--- src/rtl/reg_xfer_sequencer_if.sv ---
// rtl/reg_xfer_sequencer_if.sv - command handshake and register-bank bus for reg_xfer_sequencer
interface reg_xfer_sequencer_if;
  logic        cmd_valid;
  logic        cmd_ready;
  logic [1:0]  cmd_op;
  logic [2:0]  cmd_src;
  logic [2:0]  cmd_dst;
  logic [15:0] cmd_data;
  logic [15:0] bank_dout;
  logic        bank_move;
  logic        bank_in;
  logic [2:0]  bank_src;
  logic [2:0]  bank_dst;
  logic [15:0] bank_din;
  logic        busy;
  logic        done;
  logic        err;
  logic [15:0] rsp_data;

  modport master (
    output cmd_valid, cmd_op, cmd_src, cmd_dst, cmd_data, bank_dout,
    input  cmd_ready, bank_move, bank_in, bank_src, bank_dst, bank_din,
    input  busy, done, err, rsp_data
  );

  modport slave (
    input  cmd_valid, cmd_op, cmd_src, cmd_dst, cmd_data, bank_dout,
    output cmd_ready, bank_move, bank_in, bank_src, bank_dst, bank_din,
    output busy, done, err, rsp_data
  );
endinterface

--- src/rtl/reg_xfer_sequencer.sv ---
// rtl/reg_xfer_sequencer.sv - command sequencer driving an 8x16 register bank
// Optional feature macro: XFER_SWAP_EN (SWAP executed as three moves via a scratch register).
module reg_xfer_sequencer #(
  parameter int BANK_LAT = 2,
  parameter int SCRATCH  = 7
) (
  input  logic                 clk,
  input  logic                 rst_n,
  reg_xfer_sequencer_if.slave  xf
);
  localparam int CW = $clog2(BANK_LAT + 1);
  localparam logic [1:0] OP_NOP  = 2'b00;
  localparam logic [1:0] OP_IN   = 2'b01;
  localparam logic [1:0] OP_MOVE = 2'b10;
  localparam logic [1:0] OP_SWAP = 2'b11;

  typedef enum logic [1:0] {S_IDLE, S_ISSUE, S_WAIT, S_DONE} state_t;

  state_t      r_state;
  state_t      w_next;
  logic [1:0]  r_op;
  logic [2:0]  r_src;
  logic [2:0]  r_dst;
  logic [15:0] r_data;
  logic        r_err;
  logic [CW-1:0] r_cnt;
  logic [15:0] r_rsp;
  logic        w_accept;
  logic        w_reject;
  logic        w_last_step;

  assign w_accept = xf.cmd_valid && (r_state == S_IDLE);

`ifdef XFER_SWAP_EN
  localparam logic [2:0] SCR = 3'(SCRATCH);
  logic [1:0] r_step;

  assign w_reject = (xf.cmd_op == OP_SWAP) &&
                    ((xf.cmd_src == xf.cmd_dst) || (xf.cmd_src == SCR) || (xf.cmd_dst == SCR));
  assign w_last_step = (r_op != OP_SWAP) || (r_step == 2'd2);
`else
  assign w_reject    = (xf.cmd_op == OP_SWAP);
  assign w_last_step = 1'b1;
`endif

  always_ff @(posedge clk or negedge rst_n) begin
    if (!rst_n) r_state <= S_IDLE;
    else        r_state <= w_next;
  end

  always_comb begin
    w_next = r_state;
    case (r_state)
      S_IDLE:  if (w_accept) w_next = ((xf.cmd_op == OP_NOP) || w_reject) ? S_DONE : S_ISSUE;
      S_ISSUE: w_next = S_WAIT;
      S_WAIT:  if (r_cnt == '0) w_next = w_last_step ? S_DONE : S_ISSUE;
      S_DONE:  w_next = S_IDLE;
      default: w_next = S_IDLE;
    endcase
  end

  // Strobes decode from state only, so an async reset removes them in the same cycle.
  always_comb begin
    xf.cmd_ready = (r_state == S_IDLE);
    xf.busy      = (r_state != S_IDLE);
    xf.done      = (r_state == S_DONE);
    xf.err       = (r_state == S_DONE) && r_err;
    xf.bank_in   = (r_state == S_ISSUE) && (r_op == OP_IN);
    xf.bank_move = (r_state == S_ISSUE) && ((r_op == OP_MOVE) || (r_op == OP_SWAP));
    xf.rsp_data  = r_rsp;
    xf.bank_src  = 3'd0;
    xf.bank_dst  = 3'd0;
    xf.bank_din  = 16'd0;
    case (r_op)
      OP_IN: begin
        xf.bank_dst = r_dst;
        xf.bank_din = r_data;
      end
      OP_MOVE: begin
        xf.bank_src = r_src;
        xf.bank_dst = r_dst;
      end
`ifdef XFER_SWAP_EN
      OP_SWAP: begin
        case (r_step)
          2'd0:    begin xf.bank_src = r_src; xf.bank_dst = SCR;   end
          2'd1:    begin xf.bank_src = r_dst; xf.bank_dst = r_src; end
          default: begin xf.bank_src = SCR;   xf.bank_dst = r_dst; end
        endcase
      end
`endif
      default: ;
    endcase
  end

  always_ff @(posedge clk or negedge rst_n) begin
    if (!rst_n) begin
      r_op   <= OP_NOP;
      r_src  <= 3'd0;
      r_dst  <= 3'd0;
      r_data <= 16'd0;
      r_err  <= 1'b0;
      r_cnt  <= '0;
      r_rsp  <= 16'd0;
    end else begin
      if (w_accept) begin
        r_op   <= xf.cmd_op;
        r_src  <= xf.cmd_src;
        r_dst  <= xf.cmd_dst;
        r_data <= xf.cmd_data;
        r_err  <= w_reject;
      end
      if (r_state == S_ISSUE)                  r_cnt <= CW'(BANK_LAT - 1);
      else if (r_state == S_WAIT && r_cnt != '0) r_cnt <= r_cnt - 1'b1;
      if (r_state == S_DONE) r_rsp <= xf.bank_dout;
    end
  end

`ifdef XFER_SWAP_EN
  always_ff @(posedge clk or negedge rst_n) begin
    if (!rst_n)                                                     r_step <= 2'd0;
    else if (w_accept)                                              r_step <= 2'd0;
    else if (r_state == S_WAIT && r_cnt == '0 && !w_last_step)      r_step <= r_step + 2'd1;
  end
`endif
endmodule

--- src/flat_wrapper.sv ---
// flat-port wrapper written by rule: the top's interface ports become plain ports
module reg_xfer_sequencer_flat 
#(
  parameter int BANK_LAT = 2,
  parameter int SCRATCH  = 7
)
  (clk, rst_n, xf_cmd_valid, xf_cmd_op, xf_cmd_src, xf_cmd_dst, xf_cmd_data, xf_bank_dout, xf_cmd_ready, xf_bank_move, xf_bank_in, xf_bank_src, xf_bank_dst, xf_bank_din, xf_busy, xf_done, xf_err, xf_rsp_data);
  reg_xfer_sequencer_if xf_i ();
  input  logic clk;
  input  logic rst_n;
  input wire logic [$bits(xf_i.cmd_valid)-1:0] xf_cmd_valid;
  input wire logic [$bits(xf_i.cmd_op)-1:0] xf_cmd_op;
  input wire logic [$bits(xf_i.cmd_src)-1:0] xf_cmd_src;
  input wire logic [$bits(xf_i.cmd_dst)-1:0] xf_cmd_dst;
  input wire logic [$bits(xf_i.cmd_data)-1:0] xf_cmd_data;
  input wire logic [$bits(xf_i.bank_dout)-1:0] xf_bank_dout;
  output wire logic [$bits(xf_i.cmd_ready)-1:0] xf_cmd_ready;
  output wire logic [$bits(xf_i.bank_move)-1:0] xf_bank_move;
  output wire logic [$bits(xf_i.bank_in)-1:0] xf_bank_in;
  output wire logic [$bits(xf_i.bank_src)-1:0] xf_bank_src;
  output wire logic [$bits(xf_i.bank_dst)-1:0] xf_bank_dst;
  output wire logic [$bits(xf_i.bank_din)-1:0] xf_bank_din;
  output wire logic [$bits(xf_i.busy)-1:0] xf_busy;
  output wire logic [$bits(xf_i.done)-1:0] xf_done;
  output wire logic [$bits(xf_i.err)-1:0] xf_err;
  output wire logic [$bits(xf_i.rsp_data)-1:0] xf_rsp_data;
  assign xf_i.cmd_valid = xf_cmd_valid;
  assign xf_i.cmd_op = xf_cmd_op;
  assign xf_i.cmd_src = xf_cmd_src;
  assign xf_i.cmd_dst = xf_cmd_dst;
  assign xf_i.cmd_data = xf_cmd_data;
  assign xf_i.bank_dout = xf_bank_dout;
  assign xf_cmd_ready = xf_i.cmd_ready;
  assign xf_bank_move = xf_i.bank_move;
  assign xf_bank_in = xf_i.bank_in;
  assign xf_bank_src = xf_i.bank_src;
  assign xf_bank_dst = xf_i.bank_dst;
  assign xf_bank_din = xf_i.bank_din;
  assign xf_busy = xf_i.busy;
  assign xf_done = xf_i.done;
  assign xf_err = xf_i.err;
  assign xf_rsp_data = xf_i.rsp_data;
  reg_xfer_sequencer #(.BANK_LAT(BANK_LAT), .SCRATCH(SCRATCH)) u_core (.clk(clk), .rst_n(rst_n), .xf(xf_i));
endmodule
--- config.mk ---
export PLATFORM = sky130hd
export DESIGN_NAME = reg_xfer_sequencer_flat
export DESIGN_NICKNAME = d
export VERILOG_FILES = /design/src/rtl/reg_xfer_sequencer_if.sv /design/src/rtl/reg_xfer_sequencer.sv /design/src/flat_wrapper.sv
export SDC_FILE = /design/constraint.sdc
export NUM_CORES = 1
export LEC_CHECK = 0
export BUFFER_PORTS_ARGS = -buffer_cell sky130_fd_sc_hd__buf_2
export CAP_MARGIN = 10
export CORE_MARGIN = 5
export CORE_UTILIZATION = 51
export DETAILED_ROUTE_END_ITERATION = 8
export PLACE_DENSITY = 0.84
export SLEW_MARGIN = 20
export SYNTH_ARGS = -nofsm -noshare
export SYNTH_HDL_FRONTEND = slang
export SYNTH_SLANG_ARGS = --single-unit
--- constraint.sdc ---
create_clock -name clk -period 4 [get_ports clk]
set_input_delay 0.8 -clock clk [delete_from_list [all_inputs] [get_ports clk]]
set_output_delay 0.8 -clock clk [all_outputs]
set_load 0.01 [all_outputs]
==> metrics.json <==
{
  "timing.final.ws_setup": {"value": 1490, "unit": "ps"},
  "worstSetupPathType": {"value": "reg2out"},
  "antenna_cells_inserted": {"value": 0},
  "detailed_place_hpwl": {"value": 3150, "unit": "um"},
  "power_per_cell_area": {"value": 794, "unit": "nW/um^2"},
  "finalCritPeriodShare": {"value": 62.7, "unit": "%"},
  "postRouteAntennaNets": {"value": 0},
  "yosysUniqueCellTypes": {"value": 23},
  "synth_top_flop_cell": {"value": "sky130_fd_sc_hd__dfrtp_1"},
  "synth_seq_area_share": {"value": 53.3, "unit": "%"},
  "finalNetCount": {"value": 289},
  "routed_wl": {"value": 4130, "unit": "um"},
  "dr.max_layer_used": {"value": "met4"},
  "cp_cell_sequence": {"value": "ha_1 > and2_1 > buf_2"},
  "max_stage_delay": {"value": 660, "unit": "ps"},
  "tns": {"value": 0, "unit": "ps"},
  "tritoncts": {"value": "done"},
  "synth_edf_count": {"value": 0},
  "dieWidth": {"value": 74.4, "unit": "um"},
  "num_vias": {"value": 1379},
  "critical_path.slowest_cell": {"value": "sky130_fd_sc_hd__ha_1"},
  "grt_pass1_wl": {"value": 6600, "unit": "um"},
  "path_max_fanout": {"value": 18},
  "drive_gt1_share": {"value": 57.0, "unit": "%"},
  "cts-buffers-inserted": {"value": 5},
  "drt_first_pass_iters": {"value": 4},
  "rows": {"value": 23},
  "hold_vio_cnt_final": {"value": 0},
  "critical_path.startpoint": {"value": "u_core.r_state[0]$_DFFE_PN0P_"},
  "worst_hold_path_type": {"value": "in2async"},
  "number_of_maximum_capacitance_constraint_violations": {"value": 0},
  "placeableCoreArea": {"value": 4000, "unit": "um^2"},
  "layout.cells.non_filler": {"value": 285},
  "first_iter_violations": {"value": 39},
  "htree_levels": {"value": 2},
  "final_common_cell": {"value": "sky130_fd_sc_hd__buf_2"},
  "fp.dieArea": {"value": 5530, "unit": "um^2"},
  "ioPinCount": {"value": 87},
  "post_cts.repair.setup_buffers": {"value": 0},
  "setup.worst_path.end_class": {"value": "output port"},
  "initial_core_utilization": {"value": 52.8, "unit": "%"},
  "max-slew-margin-rel": {"value": 51.2, "unit": "%"},
  "detail_route.wirelength.met1": {"value": 1640, "unit": "um"},
  "syn_avg_cell_area": {"value": 14.3, "unit": "um^2"},
  "synthesis.yosys.warnings": {"value": 0},
  "clock_tree.buffer_depth": {"value": 2},
  "root_buffer": {"value": "sky130_fd_sc_hd__clkbuf_8"},
  "final_max_slew_viol_count": {"value": 0},
  "fp.dieH": {"value": 74.4, "unit": "um"},
  "power.static_leakage": {"value": 1.44, "unit": "nW"},
  "route.detailed.wl_per_inst": {"value": 14.5, "unit": "um"},
  "dr_drc_count": {"value": 0},
  "clock-skew-final": {"value": 5.92, "unit": "ps"},
  "p_sw": {"value": 0.712, "unit": "mW"},
  "timing.final.setup_violations": {"value": 0},
  "route.detailed.vias_per_inst": {"value": 4.84},
  "post-place-cells": {"value": 278},
  "outcome": {"value": "complete, no violations"},
  "logic_pwr_share": {"value": 48.1, "unit": "%"},
  "cts_num_sinks": {"value": 45},
  "final_cell_mix": {"value": "sky130_fd_sc_hd__buf_2 (85), sky130_fd_sc_hd__dfrtp_1 (45), sky130_fd_sc_hd__and2_1 (21), sky130_fd_sc_hd__mux2_2 (21), sky130_fd_sc_hd__mux2_4 (20)"},
  "yosys_register_bits": {"value": 45},
  "fin_crit": {"value": 2510, "unit": "ps"},
  "met2_length": {"value": 2120, "unit": "um"},
  "global_placement_routability_congestion": {"value": 0.773},
  "number_of_global_route_vias_before_repair": {"value": 1457},
  "cell_internal_pwr": {"value": 1.39, "unit": "mW"},
  "syn_nets": {"value": 202},
  "rr_startpoint": {"value": "u_core.r_state[0]$_DFFE_PN0P_"},
  "antenna_found_initial": {"value": 0},
  "cts_resized": {"value": 0},
  "area_growth_syn_to_layout": {"value": 25.5, "unit": "%"},
  "crit_arrival": {"value": 1710, "unit": "ps"},
  "synth_area": {"value": 2110, "unit": "um^2"},
  "insertion_delay": {"value": 290, "unit": "ps"},
  "hold_bufs_at_cts": {"value": 0},
  "required": {"value": 3200, "unit": "ps"},
  "worst_setup_path_start_kind": {"value": "register"},
  "groute.usage.overall": {"value": 15.7, "unit": "%"},
  "synth_async_sr_flop_share": {"value": 100, "unit": "%"},
  "gr-total-overflow": {"value": 0},
  "layout.core_utilization": {"value": 66.3, "unit": "%"},
  "grt_max_degree": {"value": 46},
  "seq_power_share": {"value": 38.8, "unit": "%"},
  "clock_pin_slew_worst_setup_and_hold_paths": {"value": 80, "unit": "ps"},
  "p_clk_share": {"value": 13.1, "unit": "%"},
  "max-vdd-ir-drop": {"value": 0.505, "unit": "mV"},
  "met3RoutedLength": {"value": 317, "unit": "um"},
  "worst_max_slew_pin_slew": {"value": 732, "unit": "ps"},
  "count_of_input_and_output_buffers": {"value": 86},
  "max_clock_freq": {"value": 398, "unit": "MHz"},
  "dpl_worst_slack": {"value": 1800, "unit": "ps"},
  "synth_cells": {"value": 148},
  "switching_share": {"value": 33.8, "unit": "%"},
  "unrepaired_setup_endpoints_after_global_routing": {"value": "false"}
}
## routing by layer
layer / up-vias / global-route usage, %
met4: 0 / 5.93
met5: - / 0
met3: 5 / 4.73
li1: 667 / -
met2: 41 / 27.7
met1: 666 / 17.9
## cell usage after synthesis, types with 2 or more instances
master,instances,area share (%)
sky130_fd_sc_hd__buf_2,2,0.47
sky130_fd_sc_hd__and2_1,21,6.2
sky130_fd_sc_hd__ha_1,11,6.5
sky130_fd_sc_hd__buf_6,2,1.1
sky130_fd_sc_hd__nor2b_1,4,1.2
sky130_fd_sc_hd__mux2_4,20,14
sky130_fd_sc_hd__inv_1,8,1.4
sky130_fd_sc_hd__mux2_2,21,11
sky130_fd_sc_hd__dfrtp_1,45,53
## power groups by stage
stage | Clock, mW | Combinational (mW) | Sequential, mW
6_report | 0.276 | 1.01 | 0.817
5_1_grt | 0.302 | 1.11 | 0.850
4_1_cts | 0.285 | 1.04 | 0.820
3_5_place_dp | 0 | 1.03 | 0.827
3_3_place_gp | 0 | 1.00 | 0.812
2_1_floorplan | 0 | 0.693 | 0.839
## critical path, delay by kind of cell (launching register included)
kind	cells	cell delay, ps
adders and majority gates	1	660
buffers and inverters	1	120
DFF	1	420
and+or+nand+nor	1	220
## final cells by class
type	instances	area, um^2
inverter	8	30.0
clock buffer	7	86.3
sequential	45	1130
multi-input combinational	89	913
fill	303	1350
timing repair buffer	86	433
tap	50	62.6
## kinds of logic after synthesis
| logic type | Yosys count | share of synthesized area, % |
|---|---|---|
| and+or+nand+nor | 30 | 8.82 |
| muxes | 41 | 25.4 |
| adders and majority gates | 11 | 6.51 |
| AOI/OAI and AO/OA | 6 | 2.07 |
| DFF | 45 | 53.3 |
| xor gates and xnor gates | 1 | 0.415 |
| buffers and inverters | 14 | 3.49 |
## sequential cells by signal, indices dropped and copies added, names as in the netlist
name and cells:
u_core.r_data 16, u_core.r_cnt 2, u_core.r_src 3, u_core.r_op 2
u_core.r_state 2, u_core.r_err 1, u_core.r_dst 3, u_core.xf.rsp_data 16
## worst paths after layout
path / to / slack (ps) / depth (start not counted)
setup / recovery: xf_err / 1490 / 3
min in group clk: u_core.xf.rsp_data[7]$_DFFE_PN0N_ / 500 / 1
max in group asynchronous: u_core.r_data[7]$_DFFE_PN0P_ / 3140 / 1
setup reg to reg: u_core.r_state[1]$_DFFE_PN0P_ / 2320 / 5
hold / removal: u_core.r_data[5]$_DFFE_PN0P_ / 500 / 1
hold reg to reg: u_core.xf.rsp_data[7]$_DFFE_PN0N_ / 500 / 1
## metrics by stage
step	hold slack [ps]	total power [mW]	instance area, um^2
after CTS	504	2.14	2650
after detailed placement	485	1.86	2560
final	497	2.11	2650
after global routing	518	2.26	2650
after global placement	481	1.82	2560
after floorplan	471	1.53	2110
Power figures use the tool's default switching activity.
